## config.mk

```make
export PLATFORM = sky130hd
export DESIGN_NAME = mem_arbiter
export DESIGN_NICKNAME = d
export VERILOG_FILES = /design/src/rtl/mem_arb_pkg.sv /design/src/rtl/mem_arbiter_rr_arb2.sv /design/src/rtl/mem_arbiter.sv
export SDC_FILE = /design/constraint.sdc
export NUM_CORES = 1
export LEC_CHECK = 0
export ABC_CLOCK_PERIOD_IN_PS = 3200
export CORE_ASPECT_RATIO = 0.8
export CORE_MARGIN = 8
export CORE_UTILIZATION = 23
export CTS_CLUSTER_DIAMETER = 200
export DETAILED_ROUTE_END_ITERATION = 16
export PLACE_DENSITY = 0.88
export SKIP_CTS_REPAIR_TIMING = 1
export SLEW_MARGIN = 20
export SYNTH_ARGS = -nofsm -noshare
export SYNTH_HDL_FRONTEND = slang
export SYNTH_SLANG_ARGS = --single-unit
```

## constraint.sdc

```tcl
create_clock -name clk -period 3.2 [get_ports clk]
set_input_delay 0.32 -clock clk [delete_from_list [all_inputs] [get_ports clk]]
set_output_delay 0.32 -clock clk [all_outputs]
set_load 0.005 [all_outputs]
```

## src/rtl/mem_arb_pkg.sv

```systemverilog
// Shared types and defaults for the two-port RAM arbiter (mem_arbiter, rr_arb2).
package mem_arb_pkg;

  localparam int ADDR_W_DEFAULT = 9;
  localparam int DATA_W_DEFAULT = 32;
  localparam int STAT_W         = 16;

  typedef enum logic {
    PORT_A = 1'b0,
    PORT_B = 1'b1
  } port_e;

  function automatic logic [STAT_W-1:0] sat_inc(input logic [STAT_W-1:0] value);
    if (value == {STAT_W{1'b1}}) begin
      return value;
    end else begin
      return value + STAT_W'(1);
    end
  endfunction

endpackage

```

## src/rtl/mem_arbiter_rr_arb2.sv

```systemverilog
// Two-way round-robin picker with last-grant memory and a port-B lock that holds off port A.
module rr_arb2
  import mem_arb_pkg::*;
(
  input  logic clk,
  input  logic clear,
  input  logic req_a,
  input  logic req_b,
  input  logic lock_b,
  output logic gnt_a,
  output logic gnt_b
);

  port_e last_r;
  port_e last_nxt;
  logic  locked_r;
  logic  locked_nxt;

  // state register
  always_ff @(posedge clk) begin
    if (clear) begin
      last_r   <= PORT_B;
      locked_r <= 1'b0;
    end else begin
      last_r   <= last_nxt;
      locked_r <= locked_nxt;
    end
  end

  // next state: remember the winner; a B grant re-decides the lock, B going idle releases it
  always_comb begin
    last_nxt   = last_r;
    locked_nxt = locked_r;
    if (gnt_a) begin
      last_nxt = PORT_A;
    end else if (gnt_b) begin
      last_nxt = PORT_B;
    end else begin
      last_nxt = last_r;
    end
    if (gnt_b) begin
      locked_nxt = lock_b;
    end else if (locked_r && !req_b) begin
      locked_nxt = 1'b0;
    end else begin
      locked_nxt = locked_r;
    end
  end

  // grant outputs
  always_comb begin
    gnt_a = 1'b0;
    gnt_b = 1'b0;
    if (clear) begin
      gnt_a = 1'b0;
      gnt_b = 1'b0;
    end else if (locked_r) begin
      gnt_a = 1'b0;
      gnt_b = req_b;
    end else if (req_a && req_b) begin
      gnt_a = (last_r == PORT_B);
      gnt_b = (last_r == PORT_A);
    end else begin
      gnt_a = req_a;
      gnt_b = req_b;
    end
  end

endmodule

```

## src/rtl/mem_arbiter.sv

```systemverilog
// Arbiter/sequencer for a shared 512x32 synchronous RAM with one-cycle read latency.
// Define MEM_ARB_STATS_EN to add saturating grant and conflict counters.
module mem_arbiter
  import mem_arb_pkg::*;
#(
  parameter int ADDR_W = ADDR_W_DEFAULT,
  parameter int DATA_W = DATA_W_DEFAULT
) (
  input  logic              clk,
  input  logic              clear,
  input  logic              req_a,
  input  logic              we_a,
  input  logic [ADDR_W-1:0] addr_a,
  input  logic [DATA_W-1:0] wdata_a,
  output logic              gnt_a,
  output logic              rvalid_a,
  output logic [DATA_W-1:0] rdata_a,
  input  logic              req_b,
  input  logic              we_b,
  input  logic [ADDR_W-1:0] addr_b,
  input  logic [DATA_W-1:0] wdata_b,
  output logic              gnt_b,
  output logic              rvalid_b,
  output logic [DATA_W-1:0] rdata_b,
  input  logic              lock_b,
  output logic [ADDR_W-1:0] ram_address,
  output logic [DATA_W-1:0] ram_data_in,
  output logic              ram_write_enable,
  input  logic [DATA_W-1:0] ram_data_out
`ifdef MEM_ARB_STATS_EN
  ,
  output logic [STAT_W-1:0] grant_cnt_a,
  output logic [STAT_W-1:0] grant_cnt_b,
  output logic [STAT_W-1:0] conflict_cnt
`endif
);

  rr_arb2 u_rr_arb2 (
    .clk    (clk),
    .clear  (clear),
    .req_a  (req_a),
    .req_b  (req_b),
    .lock_b (lock_b),
    .gnt_a  (gnt_a),
    .gnt_b  (gnt_b)
  );

  // RAM drive follows the granted port; idle cycles park on port A with writes disabled
  always_comb begin
    ram_address      = addr_a;
    ram_data_in      = wdata_a;
    ram_write_enable = 1'b0;
    if (gnt_b) begin
      ram_address      = addr_b;
      ram_data_in      = wdata_b;
      ram_write_enable = we_b;
    end else if (gnt_a) begin
      ram_address      = addr_a;
      ram_data_in      = wdata_a;
      ram_write_enable = we_a;
    end else begin
      ram_address      = addr_a;
      ram_data_in      = wdata_a;
      ram_write_enable = 1'b0;
    end
  end

  // read-valid strobes track the RAM's registered-address latency
  always_ff @(posedge clk) begin
    if (clear) begin
      rvalid_a <= 1'b0;
      rvalid_b <= 1'b0;
    end else begin
      rvalid_a <= gnt_a & ~we_a;
      rvalid_b <= gnt_b & ~we_b;
    end
  end

  assign rdata_a = ram_data_out;
  assign rdata_b = ram_data_out;

`ifdef MEM_ARB_STATS_EN
  // saturating usage counters
  always_ff @(posedge clk) begin
    if (clear) begin
      grant_cnt_a  <= '0;
      grant_cnt_b  <= '0;
      conflict_cnt <= '0;
    end else begin
      grant_cnt_a  <= gnt_a ? sat_inc(grant_cnt_a) : grant_cnt_a;
      grant_cnt_b  <= gnt_b ? sat_inc(grant_cnt_b) : grant_cnt_b;
      conflict_cnt <= (req_a && req_b) ? sat_inc(conflict_cnt) : conflict_cnt;
    end
  end
`endif

endmodule

```

* After elaboration in Yosys (flattened, before gate mapping)
Index checks and enable logic that the tools add are counted.
** Word-level totals
- Flip-flop bits (word level) :: 4
- Bits of input ports :: 121
- Output and inout port bits :: 110
- Word-level logic and storage cells :: 28
** Operators by class
- Mux-type cells :: 14
- Bitwise logic cells :: 5
- Reductions and logical operators :: 5
** Operators by type and width (count)
- two-way mux 32 bit :: 1
- two-way mux 1 bit :: 12
- two-way mux 9 bit :: 1
- nonzero test 2 bit :: 2
- inverter 1 bit :: 3
- bitwise AND 1 bit :: 2
- logical AND 1 bit :: 2
- zero test 1 bit :: 1

* Depth between registers and ports, before layout
Gate-level depths: netlist of run 1.
- Word-level depth :: 6
- Depth in mapped cells :: 5
- Mapped depth without buffers :: 4

* By module
From an unflattened synthesis of run 1, not the netlist that was laid out.
** Unflattened totals
- Cell total of the unflattened synthesis :: 126
- Area total of the unflattened synthesis :: 1330.0 um^2
** Modules (own cells, without submodules)
- mem_arbiter :: instances 1, cells each 117, area an instance 1231.2 um^2
- rr_arb2 :: instances 1, cells each 9, area an instance 98.8 um^2

* Worst setup path after synthesis of run 1
Ideal clock, no wire load.
- Path kind :: reg-to-output
- From :: reg u_rr_arb2.last_r
- To :: out ram_data_in[10]
- Arrival time :: 1061 ps
- Path slack :: 1819 ps
- Cell stages (with the launch flop) :: 5
- Buffers on the path :: 1
- Cells stage by stage :: dfxtp_1 -> nand3b_4 -> nand2_4 -> buf_6 -> mux2_4
** On the way
- Longest elaborated chain between the ends :: 5
** RTL lines
- start: declaration :: RTL line mem_arbiter_rr_arb2.sv:14 : port_e last_r;
- start signal: assignment :: RTL line mem_arbiter_rr_arb2.sv:25 : last_r <= last_nxt;
- inverter 1 bit :: RTL line mem_arbiter_rr_arb2.sv:62 : gnt_b = (last_r == PORT_A);
- two-way mux 1 bit :: RTL line mem_arbiter_rr_arb2.sv:60 : end else if (req_a && req_b) begin
- two-way mux 1 bit :: RTL line mem_arbiter_rr_arb2.sv:57 : end else if (locked_r) begin
- two-way mux 1 bit :: RTL line mem_arbiter_rr_arb2.sv:54 : if (clear) begin
- two-way mux 32 bit :: RTL line mem_arbiter.sv:53 : if (gnt_b) begin
- end: declaration :: RTL line mem_arbiter.sv:27 : output logic [DATA_W-1:0] ram_data_in,
No other way between the ends.

* Worst setup path in the final report of run 1
- From :: in clear
- To :: out ram_address[6]
** On the way
- Longest elaborated chain between the ends :: 2
** RTL lines
- start: declaration :: RTL line mem_arbiter.sv:10 : input logic clear,
- two-way mux 1 bit :: RTL line mem_arbiter_rr_arb2.sv:54
- two-way mux 9 bit :: RTL line mem_arbiter.sv:53
- end: declaration :: RTL line mem_arbiter.sv:26 : output logic [ADDR_W-1:0] ram_address,
No other way between the ends.

==> results of run 1 <==
==> cells in the final DEF (no fill, tap or decap) <==
cell type        synthesis  final
clkbuf_8                 0      3
nor2_1                   2      2
a22o_1                   1      1
and3_1                   1      1
dfxtp_1                  4      4
mux2_2                   3      3
nor2b_4                  1      1
nor2b_1                  2      2
clkdlybuf4s50_1          0    134
nand2_4                  1      1
nor3_1                   1      1
buf_4                   64      3
inv_1                    1      1
nand3b_4                 1      1
nor4b_2                  1      1
mux2_4                  38     38
==> worst max path at each step <==
stage	slack, ps	end	startpoint
2_1_floorplan	1820	ram_data_in[10]	u_rr_arb2.last_r
3_3_place_gp	580	ram_address[5]	clear
3_5_place_dp	550	ram_data_in[17]	clear
4_1_cts	550	ram_data_in[17]	clear
5_1_grt	470	ram_address[2]	clear
6_report	560	ram_address[6]	clear
==> layer usage <==
metal  track usage [%]  part of all wire (%)
met3              4.42                    11
met5                 0                     0
met2              20.4                    52
met1              10.6                    35
met4              4.25                   2.0
==> power groups by stage <==
stage | Sequential, mW | Clock [mW] | Combinational, mW
floorplan | 0.0553 | 0 | 0.170
global placement | 0.0554 | 0 | 0.308
detailed placement | 0.0554 | 0 | 0.313
CTS | 0.0548 | 0.106 | 0.314
global route | 0.0552 | 0.110 | 0.328
finish | 0.0548 | 0.104 | 0.309
==> final cells by class <==
type,instances,share of cell area (%)
Timing Repair Buffer,137,59.5
Multi-Input combinational cell,52,30.7
Tap cell,78,4.26
Sequential cell,4,3.50
Clock buffer,3,1.80
Inverter,1,0.164
==> flip-flops by register name, summed over array words and instances, names as in the netlist <==
name                cells
rvalid_a                1
rvalid_b                1
u_rr_arb2.last_r        1
u_rr_arb2.locked_r      1
==> critical path: stages <==
cell             delay, ps
clkdlybuf4s50_1        570
nor2b_4                 70
nand2_4                280
buf_4                  300
mux2_4                 320
clkdlybuf4s50_1        450
==> cell usage after synthesis <==
| library cell | count |
|---|---|
| nand3b_4 | 1 |
| nand2_4 | 1 |
| buf_6 | 3 |
| mux2_2 | 3 |
| buf_4 | 64 |
| nor3_1 | 1 |
| nor2_1 | 2 |
| mux2_4 | 38 |
| nor2b_1 | 2 |
| nor2b_4 | 1 |
| nor4b_2 | 1 |
| a22o_1 | 1 |
| buf_8 | 1 |
| and3_1 | 1 |
| inv_1 | 1 |
| dfxtp_1 | 4 |
==> kinds of logic (layout without fill, tap and decap cells) <==
kind of cell,count (synthesis),count (layout),share of synthesized area [%]
buffers and inverters,69,141,40.5
multiplexers,41,41,45.9
AND/OR/NAND/NOR,10,10,6.93
flip-flops,4,4,6.08
AO/OA/AOI/OAI,1,1,0.665
==> per-stage QoR <==
stage | total power, mW | utilization (%) | worst slack, ps | area (µm²)
floorplan | 0.226 | - | 1820 | 1320
global placement | 0.363 | 40.9 | 584 | 2250
detailed placement | 0.368 | 40.9 | 548 | 2250
CTS | 0.475 | 41.7 | 546 | 2290
global route | 0.493 | 41.7 | 472 | 2290
finish | 0.468 | 41.7 | 565 | 2290
==> results.sh, run 1 <==
export IMPL_multiInputGateArea_um2=704
export IMPL_power_ir_vdd_worst_mv=0.128
export IMPL_post_synth_inst_count=125
export IMPL_clock_tree_htree_level_count=1
export IMPL_vias_in_the_first_global_route=1241
export IMPL_drive_above_1_share_pct=25.9
export IMPL_switching_power_mw=0.101
export IMPL_final_wtd_congestion=0.733
export IMPL_tritoncts="built"
export IMPL_timing_worst_slew_pin_value_ps=384
export IMPL_final_hold_worst_slack_ps=538
export IMPL_clk_latency_ps=210
export IMPL_io_buffer_count=134
export IMPL_ff2ff_setup_slack_ps=2130
export IMPL_pwr_share_clk_pct=22.3
export IMPL_reg2reg_to="rvalid_a"
export IMPL_largest_net_degree_at_the_start_of_global_routing=22
export IMPL_min_path_type="flop to flop"
export IMPL_hold_end="u_rr_arb2.last_r"
export IMPL_post_route_drc_count=0
export IMPL_grt_antenna_before_repair=0
export IMPL_drt_first_pass_iters=2
export IMPL_routedWlPerCell_um=18.0
export IMPL_instance_count_along_the_most_critical_hold_path=2
export IMPL_post_dp_hpwl_um=4470
export IMPL_run_status="finished, final reports clean"
export IMPL_num_antenna_cells=0
export IMPL_grt_overflow_total=0
export IMPL_fp_dieH_um=83.7
export IMPL_clock_tree_root_cell="clkbuf_8"
export IMPL_synthesis_yosys_warnings=0
export IMPL_nNetsFinal=320
export IMPL_grt_setup_unrepaired="no"
export IMPL_dieWidth_um=101
export IMPL_dpl_cell_count=272
export IMPL_numCtsBuffers=3
export IMPL_yosys_cell_types_count=16
export IMPL_timing_final_hold_violations=0
export IMPL_antenna_left=0
export IMPL_timing_clock_skew_ps=0.810
export IMPL_report_final_slew_viol_count=0
export IMPL_leakage_nw=1.01
export IMPL_timing_critical_path_arrival_ps=2320
export IMPL_floorplan_core_area_um2=5500
export IMPL_syn_num_nets=246
export IMPL_totalNegativeSetupSlack_ps=0
export IMPL_time_the_worst_path_needs_with_i_o_delays_and_setup_ps=2640
export IMPL_cap_violations=0
export IMPL_worst_r2r_startpoint="u_rr_arb2.last_r"
export IMPL_nature_of_the_critical_path_startpoint="input port"
export IMPL_clkSlewWorstSetupHoldPaths_ps=30
export IMPL_power_switching_share_pct=21.6
export IMPL_vias=1075
export IMPL_cp_data_required_time_ps=2880
export IMPL_clk_path_buf_depth=2
export IMPL_seq_area_um2=80.1
export IMPL_synth_top_area_cell="mux2_4"
export IMPL_avgSynthCellArea_um2=10.5
export IMPL_area_share_of_the_largest_cell_type_after_synthesis_pct=43.3
export IMPL_final_fill_count=513
export IMPL_numClockSinks=4
export IMPL_p_int_mw=0.367
export IMPL_die_area_um2=8420
export IMPL_stdcell_count=275
export IMPL_seq_area_frac_synth_pct=6.08
export IMPL_min_from="u_rr_arb2.locked_r"
export IMPL_start_util_pct=24.0
export IMPL_grt_use_total_pct=11.0
export IMPL_syn_cell_area_um2=1320
export IMPL_p_per_area_nw_per_um2=204
export IMPL_grt_pass1_wl_um=7370
export IMPL_syn_to_final_growth_pct=73.9
export IMPL_ioPinCount=231
export IMPL_final_setup_violating_endpoints=0
export IMPL_synth_area_leaders="mux2_4 (43%), buf_4 (36%), dfxtp_1 (6.1%), buf_6 (2.6%), mux2_2 (2.6%)"
export IMPL_max_freq_mhz=379
export IMPL_share_seq_of_total_power_pct=11.7
export IMPL_worst_r2r_cell_count=3
export IMPL_p_comb_share_pct=66.0
export IMPL_worst_path_max_fanout=21
export IMPL_ys_seq_elements=4
export IMPL_worst_slew_margin_rel_pct=74.3
export IMPL_fin_crit_sh_pct=82.4
export IMPL_floorplan_rows=24
export IMPL_vias_per_cell=3.91
export IMPL_first_iter_violations=6
export IMPL_totalWireLength_um=4940
export IMPL_worst_setup_path_end_kind="output port"
export IMPL_criticalPathCategory="input port to output port"
No activity file was read; power rests on OpenSTA's default activity.
==> inputs of run 2 (changes only) <==
--- a/config.mk
+++ b/config.mk
@@ -5,13 +5,13 @@
 export SDC_FILE = /design/constraint.sdc
 export NUM_CORES = 1
 export LEC_CHECK = 0
-export ABC_CLOCK_PERIOD_IN_PS = 3200
+export ABC_CLOCK_PERIOD_IN_PS = 2350
 export CORE_ASPECT_RATIO = 0.8
 export CORE_MARGIN = 8
-export CORE_UTILIZATION = 23
+export CORE_UTILIZATION = 19
 export CTS_CLUSTER_DIAMETER = 200
 export DETAILED_ROUTE_END_ITERATION = 16
-export PLACE_DENSITY = 0.88
+export PLACE_DENSITY = 0.78
 export SKIP_CTS_REPAIR_TIMING = 1
 export SLEW_MARGIN = 20
 export SYNTH_ARGS = -nofsm -noshare
==> constraint.sdc (replaced) <==
create_clock -name clk -period 2.35 [get_ports clk]
set_input_delay 0.235 -clock clk [delete_from_list [all_inputs] [get_ports clk]]
set_output_delay 0.235 -clock clk [all_outputs]
set_load 0.005 [all_outputs]
==> run 2 against run 1 <==
Effect of this change:
- count of clock-buffer cells in the layout did not move
- sequential power is 36% higher
- critical path depth did not move
- power grew 37%
- combinational power up 37%
- worst setup slack got worse by 430 ps
- global-route usage shrank 2.6 points
- cell area increased by 1.6%
- critical path type unchanged
- largest cell class unchanged
==> results.sh, run 2 (synthesis gave the netlist of run 1 again) <==
export IMPL_totalNegativeSetupSlack_ps=0
export IMPL_timing_clock_skew_ps=3.65
export IMPL_die_area_um2=9870
export IMPL_first_iter_violations=12
export IMPL_io_buffer_count=134
export IMPL_grt_overflow_total=0
export IMPL_vias_per_cell=3.68
export IMPL_vias_in_the_first_global_route=1175
export IMPL_most_common_cell_after_layout_fill_and_taps_aside="clkdlybuf4s50_1"
export IMPL_run_status="finished, final reports clean"
export IMPL_pwr_share_clk_pct=22.6
export IMPL_final_hold_worst_slack_ps=470
export IMPL_post_route_drc_count=0
export IMPL_criticalPathCategory="input port to output port"
export IMPL_nNetsFinal=320
export IMPL_numClockSinks=4
export IMPL_cp_data_required_time_ps=2120
export IMPL_grt_antenna_before_repair=0
export IMPL_timing_worst_slew_pin_value_ps=269
export IMPL_clk_latency_ps=220
export IMPL_clock_tree_root_cell="clkbuf_8"
export IMPL_numCtsBuffers=3
export IMPL_totalWireLength_um=4520
export IMPL_max_freq_mhz=451
export IMPL_finish_utilization_pct=34.3
export IMPL_power_ir_vdd_worst_mv=0.252
export IMPL_drive_above_1_share_pct=25.9
export IMPL_time_the_worst_path_needs_with_i_o_delays_and_setup_ps=2220
export IMPL_final_fill_count=664
export IMPL_final_wtd_congestion=0.705
export IMPL_grt_use_total_pct=8.41
export IMPL_drt_first_pass_iters=2
export IMPL_cap_violations=0
export IMPL_p_int_mw=0.505
export IMPL_antenna_left=0
export IMPL_largest_net_degree_at_the_start_of_global_routing=24
export IMPL_clock_tree_htree_level_count=1
export IMPL_vias=1045
export IMPL_grt_pass1_wl_um=6690
export IMPL_fp_dieH_um=90.5
export IMPL_clk_path_buf_depth=2
export IMPL_p_comb_share_pct=65.8
export IMPL_worst_setup_path_end_kind="output port"
export IMPL_floorplan_core_area_um2=6790
export IMPL_min_path_type="input port to output port"
export IMPL_tritoncts="built"
export IMPL_timing_critical_path_arrival_ps=1980
export IMPL_final_setup_violating_endpoints=0
export IMPL_worst_path_max_fanout=23
export IMPL_worst_slew_margin_rel_pct=82.0
export IMPL_p_per_area_nw_per_um2=277
export IMPL_leakage_nw=1.02
export IMPL_post_dp_hpwl_um=4020
export IMPL_nature_of_the_critical_path_startpoint="input port"
export IMPL_ioPinCount=231
export IMPL_final_cell_mix="clkdlybuf4s50_1 (134), mux2_4 (38), dfxtp_1 (4)"
export IMPL_timing_final_hold_violations=0
export IMPL_start_util_pct=19.4
export IMPL_switching_power_mw=0.139
export IMPL_grt_setup_unrepaired="no"
export IMPL_floorplan_rows=27
export IMPL_routedWlPerCell_um=15.9
export IMPL_dieWidth_um=109
export IMPL_share_seq_of_total_power_pct=11.6
export IMPL_num_antenna_cells=0
export IMPL_power_switching_share_pct=21.6
export IMPL_report_final_slew_viol_count=0
export IMPL_fin_crit_sh_pct=94.4
export IMPL_syn_to_final_growth_pct=76.6
run 2: critical path, cell delays in order:
cell	delay [ps]
clkdlybuf4s50_1	530
nand3b_4	100
nand2_4	100
buf_12	190
mux2_2	360
clkdlybuf4s50_1	450
run 2: cell type report:
type                    count  area [µm²]  share of cell area [%]
repair buffers            137        1390                    59.7
inverters                   1        3.75                   0.161
flip-flops and latches      4        80.1                    3.44
multi-input cells          52         704                    30.3
clock buffers               3        41.3                    1.77
well taps                  87         109                    4.68
run 2: worst paths after layout:
| check | startpoint | to | slack (ps) | cells past startpoint |
|---|---|---|---|---|
| worst min register to register | u_rr_arb2.last_r | u_rr_arb2.last_r | 570 | 2 |
| worst max-delay path | req_a | ram_address[8] | 130 | 6 |
| worst min-delay path | ram_data_out[16] | rdata_a[16] | 470 | 0 |
| worst max register to register | u_rr_arb2.last_r | rvalid_a | 1270 | 4 |
run 2: per-layer routing:
layer	track usage, %	part of all wire [%]	wire length, µm
met1	8.36	34	1550
met2	15.1	51	2310
met3	4.14	14	619
met4	1.93	0.82	37
met5	0	0	0
run 2: power by group through the flow:
| stage | clock, mW | sequential, mW | combinational, mW |
|---|---|---|---|
| 2_1_floorplan | 0 | 0.0753 | 0.232 |
| 5_1_grt | 0.157 | 0.0755 | 0.448 |
| 4_1_cts | 0.149 | 0.0750 | 0.430 |
| 3_3_place_gp | 0 | 0.0755 | 0.425 |
| 6_report | 0.145 | 0.0748 | 0.424 |
| 3_5_place_dp | 0 | 0.0759 | 0.428 |
run 2: stage by stage:
stage	instance area (µm²)	worst slack, ps	power, mW	std cells
3_3_place_gp	2290	162	0.500	281
4_1_cts	2330	126	0.654	284
2_1_floorplan	1320	1050	0.307	125
3_5_place_dp	2290	137	0.504	281
5_1_grt	2330	82.9	0.680	284
6_report	2330	131	0.644	284
==> variant, RTL diff (config.mk and constraints of run 2) <==
Set the package constant `ADDR_W_DEFAULT` to 10 (it was 9).
--- a/src/rtl/mem_arb_pkg.sv
+++ b/src/rtl/mem_arb_pkg.sv
@@ -1,7 +1,7 @@
 // Shared types and defaults for the two-port RAM arbiter (mem_arbiter, rr_arb2).
 package mem_arb_pkg;
 
-  localparam int ADDR_W_DEFAULT = 9;
+  localparam int ADDR_W_DEFAULT = 10;
   localparam int DATA_W_DEFAULT = 32;
   localparam int STAT_W         = 16;
 
Ports: changed (resized addr_a, addr_b and ram_address); port bits go from 231 to 234. The function was not compared with the original's and may differ.
==> variant against run 2 <==
  * Count of clock-buffer cells in the layout is the same
  * Synthesized cell count increased by 0.80%
  * Sequential cell count did not move
  * Clock skew fell by 0.00097 ns
  * Cell count increased by 1.8%
  * Power is 1.1% higher
  * Cell area increased by 2.1%
  * Non-clock buffer count is 4 higher
  * Wire length up 1.6%
  * Worst setup slack lost 0.033 ns
  * Synthesized area grew 0.57%
  * Critical endpoint is now ram_address[7]
  * Largest cell class unchanged
  * Largest power group unchanged
==> variant: results (changes against run 2) <==
Tot GR Track Use - 8.33% (-0.075 points)
Worst hold-check path type - primary input to primary output
Port Buffers - 137 (+2.2%)
First-pass GRT wire length - 6.65 mm (-0.63%)
Outcome - complete, no violations
Final Skew - 0.00267 ns (-0.000973 ns)
Synthesized Nets - 249 (+1.2%)
Antenna violations before repair - 0 (unchanged)
Number of vias per cell - 3.72 (+1.2%)
Crit-path max FO - 22 (-4.3%)
Share of post-route cells with drive strength above 1 - 26.7% (+0.84 points)
Internal cell power - 0.512 mW (+1.4%)
Dominant synthesized flop cell - dfxtp_1
1st-pass router iterations - 3 (+1)
Routability congestion estimate - 0.694 (-1.6%)
DR DRC count - 0 (unchanged)
Slew headroom - 81.2% (-0.81 points)
Largest stage delay on the critical path - 0.53 ns (about the same)
Synth cell types - 15 (-1)
Clk Latency, worst-skew pair - 0.22 ns (about the same)
Detailed-route wire length - 4.59 mm (+1.6%)
Clock root buffer - clkbuf_8
H-tree levels - 1 (unchanged)
Hpwl dp - 4.17 mm (+3.9%)
Vias in the first global route - 1239 (+5.4%)
VDD IR max - 248 uV (-1.7%)
Area contributors post-synth - mux2_4 (43%), buf_4 (36%), dfxtp_1 (6.0%)
Max clock buf depth - 2 (unchanged)
Antenna cell count - 0 (unchanged)
CP max stage cell - clkdlybuf4s50_1
Nets@finish - 327 (+2.2%)
Sequential share of the synthesized area - 6.04% (-0.034 points)
Slew Limit Fails - 0 (unchanged)
Leakage - 1.04 nW (+1.8%)
Synth warn - 0 (unchanged)
Critical path arrival - 2.02 ns (+0.04 ns)
Ys async rst share - 0% (unchanged)
Largest net degree at the start of global routing - 23 (-4.2%)
Total CTS buffers - 3 (unchanged)
DP Worst Slack - 0.0764 ns (-0.0605 ns)
Synth cell count leaders - buf_4 (64), mux2_4 (38), buf_6 (4), dfxtp_1 (4), mux2_2 (4)
Initial DRC count - 8 (-4)
Delay-heaviest family, CP - buffers and inverters
[variant: per-stage QoR]
step	util, %	cells	power [mW]	area (sq um)
after global placement	34.2	286	0.510	2330
after floorplan	-	126	0.309	1330
final	34.8	289	0.651	2380
after detailed placement	34.2	286	0.514	2330
after global routing	34.8	289	0.690	2380
after CTS	34.8	289	0.664	2380
[variant: area by class of cell]
type | instances | area (sq um)
Sequential cell | 4 | 80.1
Timing Repair Buffer | 141 | 1430
Clock buffer | 3 | 41.3
Fill cell | 704 | 4450
Inverter | 1 | 3.75
Multi-Input combinational cell | 53 | 716
Tap cell | 87 | 109
[variant: power groups by stage]
stage               registers [mW]  clock network, mW  logic [mW]
floorplan                   0.0753                  0       0.234
global placement            0.0755                  0       0.435
detailed placement          0.0756                  0       0.438
CTS                         0.0746              0.148       0.441
global route                0.0748              0.156       0.459
finish                      0.0746              0.144       0.433
[variant: final timing paths]
check        slack, ns  depth (start not counted)             start                to
max                0.1                          6             req_a    ram_address[7]
min reg2reg       0.56                          2  u_rr_arb2.last_r  u_rr_arb2.last_r
max reg2reg       1.27                          4  u_rr_arb2.last_r          rvalid_a
min               0.47                          0  ram_data_out[22]       rdata_a[22]
[variant: cells by family (layout without fill, tap and decap cells)]
family	Yosys count	in the layout	synth area share, %
compound gates	1	1	0.661
buf+inv	69	145	39.9
flops	4	4	6.04
mux	42	42	46.5
simple gates	10	10	6.89
[variant: worst register-to-register path: cells and delay by family, from the launching register on]
kind / cells / cell delay (ns)
simple gates: 3 / 0.47
flops: 1 / 0.38
buf+inv: 1 / 0.17
[variant: layer usage]
metal | track usage, % | vias to the layer above | wire [um]
li1 | - | 511 | -
met2 | 16.8 | 62 | 2700
met5 | 0 | - | 0
met4 | 2.47 | 0 | 43
met3 | 2.07 | 10 | 375
met1 | 7.78 | 493 | 1480
